### src/rtl/ccr_flag_unit.sv
// Condition-code register behind the ALU: forwarded jump evaluation, taken-flag clear,
// and flag save/restore across interrupts. Define CCR_SHADOW_STACK_EN for a nested LIFO shadow.
module ccr_flag_unit #(
    parameter int CCR_WIDTH    = 4,
    parameter int JSEL_WIDTH   = 2,
    parameter int SHADOW_DEPTH = 4
) (
    input  logic                  clk,
    input  logic                  rst,
    input  logic                  stall,
    input  logic [CCR_WIDTH-1:0]  alu_ccr,
    input  logic                  ccr_we,
    input  logic                  jmp_valid,
    input  logic [JSEL_WIDTH-1:0] jmp_sel,
    input  logic                  int_save,
    input  logic                  rti_restore,
    output logic [CCR_WIDTH-1:0]  ccr_out,
    output logic                  branch_taken,
    output logic                  shadow_valid,
    output logic                  shadow_ovf
);

    logic [CCR_WIDTH-1:0] r_ccr;
    logic                 r_ovf;
    logic [CCR_WIDTH-1:0] w_eff;
    logic [CCR_WIDTH-1:0] w_clr_mask;
    logic [CCR_WIDTH-1:0] w_nxt;
    logic                 w_taken;

    // Forwarding lets a jump right after an ALU op test that op's flags.
    assign w_eff = ccr_we ? alu_ccr : r_ccr;

    always_comb begin
        w_clr_mask          = '0;
        w_taken             = jmp_valid & w_eff[jmp_sel] & ~stall & ~rti_restore & ~rst;
        w_clr_mask[jmp_sel] = w_taken;
        w_nxt               = w_eff & ~w_clr_mask;
    end

    assign branch_taken = w_taken;
    assign ccr_out      = r_ccr;
    assign shadow_ovf   = r_ovf;

`ifdef CCR_SHADOW_STACK_EN
    // Pointer counts held entries; one extra bit distinguishes full from empty.
    localparam int                PTR_W = $clog2(SHADOW_DEPTH) + 1;
    localparam logic [PTR_W-1:0]  FULL  = PTR_W'(SHADOW_DEPTH);

    logic [CCR_WIDTH-1:0] r_stack [SHADOW_DEPTH];
    logic [PTR_W-1:0]     r_ptr;
    logic [PTR_W-1:0]     w_ptr_m1;

    assign w_ptr_m1     = r_ptr - 1'b1;
    assign shadow_valid = (r_ptr != '0);

    always_ff @(posedge clk or posedge rst) begin
        if (rst) begin
            r_ccr <= '0;
            r_ovf <= 1'b0;
            r_ptr <= '0;
            for (int i = 0; i < SHADOW_DEPTH; i++) begin
                r_stack[i] <= '0;
            end
        end else if (!stall) begin
            if (rti_restore) begin
                if (r_ptr != '0) begin
                    r_ccr <= r_stack[w_ptr_m1[PTR_W-2:0]];
                    r_ptr <= w_ptr_m1;
                end else begin
                    r_ccr <= '0;
                end
            end else begin
                r_ccr <= w_nxt;
                if (int_save) begin
                    if (r_ptr == FULL) begin
                        r_stack[SHADOW_DEPTH-1] <= w_nxt;
                        r_ovf                   <= 1'b1;
                    end else begin
                        r_stack[r_ptr[PTR_W-2:0]] <= w_nxt;
                        r_ptr                     <= r_ptr + 1'b1;
                    end
                end
            end
        end
    end
`else
    logic [CCR_WIDTH-1:0] r_shadow;
    logic                 r_shadow_valid;

    assign shadow_valid = r_shadow_valid;

    always_ff @(posedge clk or posedge rst) begin
        if (rst) begin
            r_ccr          <= '0;
            r_ovf          <= 1'b0;
            r_shadow       <= '0;
            r_shadow_valid <= 1'b0;
        end else if (!stall) begin
            if (rti_restore) begin
                r_ccr          <= r_shadow_valid ? r_shadow : '0;
                r_shadow_valid <= 1'b0;
            end else begin
                r_ccr <= w_nxt;
                if (int_save) begin
                    // The shadow captures the value committed on this same edge.
                    r_shadow       <= w_nxt;
                    r_shadow_valid <= 1'b1;
                    if (r_shadow_valid) begin
                        r_ovf <= 1'b1;
                    end
                end
            end
        end
    end
`endif

endmodule

### config.mk
export PLATFORM = sky130hd
export DESIGN_NAME = ccr_flag_unit
export DESIGN_NICKNAME = d
export VERILOG_FILES = /design/src/rtl/ccr_flag_unit.sv
export SDC_FILE = /design/constraint.sdc
export NUM_CORES = 1
export LEC_CHECK = 0
export CORE_UTILIZATION = 38
export DETAILED_ROUTE_END_ITERATION = 12
export PLACE_DENSITY_LB_ADDON = 0.1
export SYNTH_ARGS = -nofsm -noshare
export SYNTH_HDL_FRONTEND = slang
export SYNTH_SLANG_ARGS = --single-unit
### constraint.sdc
create_clock -name clk -period 2.7 [get_ports clk]
set_clock_uncertainty 0.1 [all_clocks]
set_input_delay 0.405 -clock clk [delete_from_list [all_inputs] [get_ports clk]]
set_output_delay 0.405 -clock clk [all_outputs]
set_load 0.005 [all_outputs]
# Word-level counts from Yosys, hierarchy flattened
# Index checks and enable logic that the tools add are counted.
[word_totals] ff_bits=10 wordCells=30 output_inout_bits=7
[op_classes] n_bitwise=10 n_reduce_logical=5 muxes=9 magnitude_cmp=2
[op_table] cell="$mux W4" n=3
[op_table] cell="$and A4 B4 Y4" n=2
[op_table] cell="$and A1 B1 Y1" n=4
[op_table] cell="$mux W1" n=4
[op_table] cell="$not A4 Y4" n=1
[op_table] cell="$reduce_and A4 Y1" n=1
[op_table] cell="$lt A2 B3 Y1 const B" n=1
[op_table] cell="$not A1 Y1" n=3
[op_table] cell="$reduce_and A3 Y1" n=1
[op_table] cell="$bmux W1 S2" n=1
[op_table] cell="$demux W1 S2" n=1
[op_table] cell="$ge A2 B1 Y1 const B" n=1
[op_table] cell="$reduce_and A2 Y1" n=1
[op_table] cell="$reduce_bool A2 Y1" n=1
[op_table] cell="$logic_and A1 B1 Y1" n=1

# Longest topological paths before layout
# Gate-level depths: netlist of run 1.
[logic_depth] ltp_word=11 ltp_mapped=5 depth_no_buf=3

# Least setup slack after synthesis of run 1
# No wires, ideal clock.
[synth_timing] kind="input to output" startpoint="input ccr_we" endpoint="output branch_taken" path_slack_ps=978 stages=4 arrival_ps=1217 n_path_buf=1 required_ps=2195 cell_sequence="buf_6 -> mux2i_1 -> mux4_2 -> nor2_1"
[synth_between] elab_chain_len=7
[synth_lines] item="from (decl)" line="12" text="input logic ccr_we,"
[synth_lines] item="$mux W4" line="31" text="assign w_eff = ccr_we ? alu_ccr : r_ccr;"
[synth_lines] item="$bmux W1 S2" line="35" text="w_taken = jmp_valid & w_eff[jmp_sel] & ~stall & ~rti_restore & ~rst;"
[synth_lines] item="$mux W1 (implied by the code)" line="35"
[synth_lines] item="$and A1 B1 Y1 (4 in series)" line="35"
[synth_lines] item="to (decl)" line="18" text="output logic branch_taken,"
# Every way passes these cells. The select of a mux whose other input is x is not followed.

# Worst setup path after layout of run 1
[layout_timing] startpoint="input alu_ccr[0]" endpoint="output branch_taken"
[layout_between] elab_chain_len=7
[layout_lines] item="from (decl)" line="11" text="input logic [CCR_WIDTH-1:0] alu_ccr,"
[layout_lines] item="$mux W4" line="31"
[layout_lines] item="$bmux W1 S2" line="35"
[layout_lines] item="$mux W1 (implied by the code)" line="35"
[layout_lines] item="$and A1 B1 Y1 (4 in series)" line="35"
# Every way passes these cells. The select of a mux whose other input is x is not followed.

==> flow_summary.json, run 1 <==
{
  "tns_ns": 0,
  "seqCellArea_um2": 250.2,
  "synth-compound-area-share_pct": 24.24,
  "cpMostUsedCell": "clkdlybuf4s50_1",
  "synthXorXnorAreaFrac_pct": 0,
  "crit_buf_inv": 2,
  "areaGrowthSynthToFinish_pct": 47.38,
  "synth_edf_count": 0,
  "crit_chain": "clkdlybuf4s50_1, mux2i_1, mux4_2, nor2_1, clkdlybuf4s50_1",
  "synthMuxAreaShare_pct": 18.78,
  "power_density_nw_per_um2": 535.4,
  "initial_core_util_pct": 42.45,
  "drt_wl_total_um": 1206,
  "insertedDiodeCount": 0,
  "firstDrtPassIters": 3,
  "rows": 13,
  "synth_area_leaders": "dfrtp_1 (44%), mux2i_1 (7.0%), a2bb2oi_1 (6.1%)",
  "critPathMaxStageDelay_ns": 0.49,
  "slew_headroom_pct": 76.08,
  "die_h_um": 40.84,
  "ant_nets": 0,
  "ios": 20,
  "syn_avg_cell_area_um2": 11.02,
  "wl_per_cell_um": 12.97,
  "hold_viol": 0,
  "criticalPathCategory": "in -> out",
  "fin_cells": 93,
  "grt.overflow.total": 0,
  "routed-via-count": 502,
  "ctsHoldBuffers": 0,
  "yosysSeqAreaShare_pct": 43.67,
  "clkTransAtPathRegs_ns": 0.07,
  "path_max_fanout": 2,
  "p_leak_uw": 0.0003726,
  "async_reset_ff_share_pct": 100.0,
  "place_inst": 89,
  "clock-sinks": 10,
  "ys_types": 20,
  "crit_path_top_delay_cell": "clkdlybuf4s50_1",
  "drc": 0,
  "syn_area_um2": 573.1,
  "synth_seq_cells": 10,
  "yosys.area_share.simple_pct": 6.987,
  "max_freq_mhz": 396.8,
  "cts_tree": "built",
  "hp-class": "in -> async",
  "synth-main-ff-cell": "dfrtp_1",
  "first_iter_violations": 8,
  "status": "finished clean",
  "ys_warn_count": 0,
  "numCtsBuffers": 3,
  "core_um2": 1350,
  "port_buffers": 19,
  "grt_pass1_vias": 459,
  "rsz0062_at_grt": "false",
  "fin_crit_sh_pct": 93.33,
  "antenna_found_initial": 0,
  "clock_path_buffers": 2,
  "synth_top_area_share_pct": 43.67,
  "h-tree-depth": 1,
  "min_period_ns": 2.520,
  "synthAdderAreaFrac_pct": 0,
  "drv_slew": 0,
  "syn_nets": 65,
  "max-cap-violations": 0,
  "end_kind": "output port",
  "required_ns": 2.19,
  "drive_above_1_share_pct": 20.51,
  "crit_family": "buffers and inverters",
  "synth_area_leader_cell": "dfrtp_1",
  "grt_pass1_wl_um": 1863,
  "grt.total_usage_pct": 17.79,
  "grt_max_degree": 11,
  "dieArea_um2": 1668,
  "hpwl_um": 963,
  "gp_congestion": 0.7566,
  "critPathArrivalTime_ns": 2.01,
  "setup_viol": 0,
  "ir_drop_uv": 367.8,
  "startpoint_type": "input pin",
  "cts_root_buffer": "clkbuf_4",
  "multiInputGateArea_um2": 286.5,
  "filler_cell_count": 117,
  "postSynthCellCount": 52,
  "final_net_count": 92,
  "fp.dieW_um": 40.84,
  "clk_latency_ns": 0.26,
  "tightest_slew_ns": 0.3585,
  "synth_top_family_by_area": "compound AO/OA/AOI/OAI gates",
  "viasPerCell": 5.398
}
-- per-layer routing --
| metal | vias up | wire length, um | GRT usage (%) |
|---|---|---|---|
| met5 | - | 0 | 0 |
| li1 | 248 | - | - |
| met4 | 0 | 32 | 15.00 |
| met2 | 14 | 527 | 28.13 |
| met3 | 5 | 72 | 1.630 |
| met1 | 235 | 573 | 21.50 |
-- cell usage after synthesis (2+ instances only) --
| cell type | count |
|---|---|
| dfrtp_1 | 10 |
| a21oi_1 | 5 |
| a2bb2oi_1 | 4 |
| a31oi_1 | 4 |
| mux2i_1 | 4 |
| a211o_1 | 3 |
| mux2_2 | 3 |
| nor2_1 | 3 |
| nor2b_1 | 3 |
| buf_2 | 2 |
| inv_1 | 2 |
-- worst paths after layout --
kind | start | slack, ns | to | cells after the start
hold / removal | rst | 0.33 | ccr_out[0] | 2
min in group clk | shadow_ovf | 0.36 | shadow_ovf | 1
setup / recovery | alu_ccr[0] | 0.18 | branch_taken | 5
hold reg to reg | shadow_ovf | 0.36 | shadow_ovf | 1
setup reg to reg | ccr_out[0] | 1.40 | r_shadow[0] | 4
max in group asynchronous | rst | 1.90 | ccr_out[1] | 2
-- placed cells by master (no fill, tap or decap), types with 2 or more instances in the layout --
master            n
clkbuf_4          3
dfrtp_1          10
mux2i_1           4
mux2_2            3
a211o_1           3
a31oi_1           4
a21oi_1           5
nor2b_1           3
nor2_1            3
buf_4             7
inv_1             2
a2bb2oi_1         4
clkdlybuf4s50_1  18
-- worst register-to-register path, delay by kind of cell (launching register included) --
| kind | cells | cell delay (ns) |
|---|---|---|
| buffers and inverters | 1 | 0.15 |
| muxes | 2 | 0.49 |
| DFF | 1 | 0.41 |
| AOI/OAI and AO/OA | 1 | 0.04 |
-- flip-flops by register name, summed over array words and instances (netlist names) --
signal / flops
shadow_valid: 1
shadow_ovf: 1
ccr_out: 4
r_shadow: 4
-- logic make-up (layout without fill, tap and decap cells) --
kind of cell / after synthesis / after routing
AO/OA/AOI/OAI: 19 / 19
AND/OR/NAND/NOR: 8 / 8
multiplexers: 9 / 9
buffers and inverters: 6 / 32
flip-flops: 10 / 10
-- metrics by stage --
step | area (um^2) | setup slack, ns | total power, uW | util, % | hold WS (ns)
5_1_grt | 844.6 | 0.09046 | 478.9 | 62.56 | 0.3942
4_1_cts | 842.1 | 0.004428 | 459.0 | 62.37 | 0.3522
2_1_floorplan | 573.1 | 0.9780 | 255.9 | - | 0.1452
3_5_place_dp | 805.8 | 0.01048 | 323.6 | 59.68 | 0.3502
6_report | 844.6 | 0.1801 | 452.2 | 62.56 | 0.3321
3_3_place_gp | 805.8 | 0.03266 | 322.8 | 59.68 | 0.3437
-- power by group --
| group | switching (uW) | leakage (uW) | internal, uW |
|---|---|---|---|
| Sequential | 18.1 | 0.000117 | 176 |
| Combinational | 42.7 | 0.000235 | 81.7 |
| Clock | 51.3 | 0.0000210 | 81.9 |
| Total | 112 | 0.000373 | 340 |
-- cell type report --
type,count,share of cell area (%)
Tap cell,15,2.222
Multi-Input combinational cell,36,33.93
Timing Repair Buffer,26,29.04
Clock buffer,4,4.296
Sequential cell,10,29.63
Inverter,2,0.8889
-- repair_timing --
| action | in CTS | in global routing |
|---|---|---|
| setup endpoints to repair | 0 | 1 |
| resized for setup | 0 | 1 |
| setup buffers | 0 | 0 |
Note: power is estimated with default switching activity, not from simulation.
==> run 2, diff against run 1 <==
--- a/config.mk
+++ b/config.mk
@@ -7,7 +7,7 @@
 export LEC_CHECK = 0
 export CORE_UTILIZATION = 38
 export DETAILED_ROUTE_END_ITERATION = 12
-export PLACE_DENSITY_LB_ADDON = 0.1
+export PLACE_DENSITY_LB_ADDON = 0.05
 export SYNTH_ARGS = -nofsm -noshare
 export SYNTH_HDL_FRONTEND = slang
 export SYNTH_SLANG_ARGS = --single-unit
==> flow_summary.json, run 2 (synthesis results as in run 1) <==
{
  "status": "finished clean",
  "ctsHoldBuffers": 0,
  "rows": 13,
  "crit_chain": "clkdlybuf4s50_1, mux2i_1, mux4_2, nor2_1, clkdlybuf4s50_1",
  "grt_max_degree": 11,
  "routed-via-count": 482,
  "max_freq_mhz": 390.8,
  "p_total_uw": 415.0,
  "port_buffers": 19,
  "initial_core_util_pct": 42.45,
  "grt.total_usage_pct": 17.81,
  "p_leak_uw": 0.0003576,
  "cts_tree": "built",
  "cts_setup_buffers": 0,
  "mostFrequentLayoutCell": "clkdlybuf4s50_1",
  "cts_root_buffer": "clkbuf_4",
  "path_max_fanout": 2,
  "numCtsBuffers": 3,
  "critPathArrivalTime_ns": 2.05,
  "hp-class": "in -> async",
  "cpMostUsedCell": "clkdlybuf4s50_1",
  "gp_congestion": 0.7224,
  "grt.overflow.total": 0,
  "finish.utilization_pct": 61.26,
  "drive_above_1_share_pct": 19.48,
  "die_h_um": 40.84,
  "grt_pass1_vias": 461,
  "cp-startpoint": "alu_ccr[3]",
  "firstDrtPassIters": 3,
  "crit_path_top_delay_cell": "clkdlybuf4s50_1",
  "layout_common_cells": "clkdlybuf4s50_1 (18), dfrtp_1 (10), buf_4 (7)",
  "hpwl_um": 967,
  "clk_latency_ns": 0.26,
  "criticalPathCategory": "in -> out",
  "min_period_ns": 2.559,
  "tns_ns": 0,
  "drt_wl_total_um": 1240,
  "critPathMaxStageDelay_ns": 0.51,
  "hold_ws_ns": 0.3477,
  "final_net_count": 92,
  "dieArea_um2": 1668,
  "antenna_found_initial": 0,
  "areaGrowthSynthToFinish_pct": 44.32,
  "clkTransAtPathRegs_ns": 0.06,
  "first_iter_violations": 8,
  "power_density_nw_per_um2": 501.8,
  "ant_nets": 0,
  "setup_viol": 0,
  "clock_path_buffers": 2,
  "reg2reg_from": "ccr_out[3]",
  "wl_per_cell_um": 13.48,
  "h-tree-depth": 1,
  "core_um2": 1350,
  "hold_viol": 0,
  "insertedDiodeCount": 0,
  "drv_slew": 0,
  "viasPerCell": 5.239,
  "drc": 0,
  "fin_crit_sh_pct": 94.77,
  "max-cap-violations": 0,
  "ios": 20,
  "fp.dieW_um": 40.84,
  "rsz0062_at_grt": "false",
  "tightest_slew_ns": 0.3627,
  "filler_cell_count": 122,
  "end_kind": "output port",
  "clock-sinks": 10,
  "slew_headroom_pct": 75.79,
  "grt_pass1_wl_um": 1883,
  "required_ns": 2.19,
  "ir_drop_uv": 241.2,
  "startpoint_type": "input pin"
}
==> run 2: cell count changes in the layout (fill, tap and decap cells not counted), sizes merged <==
cell,change
dlymetal6s2s,-1
clkbuf,-1
dlygate4sd2,+1
==> run 2: report_power, final <==
group | leakage (uW) | total (uW) | switching (uW) | internal [uW]
Combinational | 0.000227 | 125 | 43.3 | 81.4
Sequential | 0.000117 | 195 | 18.0 | 177
Clock | 0.0000138 | 95.7 | 44.6 | 51.1
==> run 2: cell type report <==
| class | instances | area, um^2 | share of cell area [%] |
|---|---|---|---|
| inverters | 2 | 7.507 | 0.9077 |
| clock buffers | 3 | 22.52 | 2.723 |
| flip-flops and latches | 10 | 250.2 | 30.26 |
| well taps | 15 | 18.77 | 2.269 |
| repair buffers | 26 | 241.5 | 29.20 |
| multi-input cells | 36 | 286.5 | 34.64 |
==> run 2: per-layer routing <==
| layer | routed length [um] | vias to the layer above | global-route usage, % |
|---|---|---|---|
| met4 | 10 | 0 | 12.50 |
| met5 | 0 | - | 0 |
| met1 | 599 | 217 | 22.95 |
| met2 | 555 | 13 | 27.34 |
| li1 | - | 250 | - |
| met3 | 76 | 2 | 2.174 |
==> run 2: repair_timing <==
action | in CTS | in global routing
endpoints found under the hold margin | 0 | 0
setup endpoints to repair | 1 | 0
gates resized for setup | 1 | 0
==> run 2: path summary, 6_finish.rpt <==
kind / cells after the start / slack (ns) / end
max in group asynchronous: 2 / 1.89 / r_shadow[2]
min in group clk: 1 / 0.36 / shadow_ovf
worst min-delay path: 2 / 0.35 / shadow_valid
worst min register to register: 1 / 0.36 / shadow_ovf
worst max-delay path: 5 / 0.14 / branch_taken
worst max register to register: 4 / 1.41 / ccr_out[3]
==> run 2: metrics by stage <==
step                setup WS [ns]  std cells  cell area, um^2
floorplan                  0.9780         52            573.1
global placement          0.02638         89            805.8
detailed placement       -0.04423         89            805.8
CTS                        0.1314         92            827.0
global route              0.04398         92            827.0
finish                     0.1412         92            827.0
==> run 2: worst max-delay path, delay by kind of cell <==
family                 cells  cell delay, ns
AND/OR/NAND/NOR            1            0.12
buffers and inverters      2            0.97
multiplexers               2            0.56
==> run 3, diff against run 2 <==
--- a/config.mk
+++ b/config.mk
@@ -5,7 +5,9 @@
 export SDC_FILE = /design/constraint.sdc
 export NUM_CORES = 1
 export LEC_CHECK = 0
+export CAP_MARGIN = 20
 export CORE_UTILIZATION = 38
+export CTS_CLUSTER_SIZE = 12
 export DETAILED_ROUTE_END_ITERATION = 12
 export PLACE_DENSITY_LB_ADDON = 0.05
 export SYNTH_ARGS = -nofsm -noshare
==> results of run 3 <==
No change in the layout: final DEF, timing and power equal those of run 2.
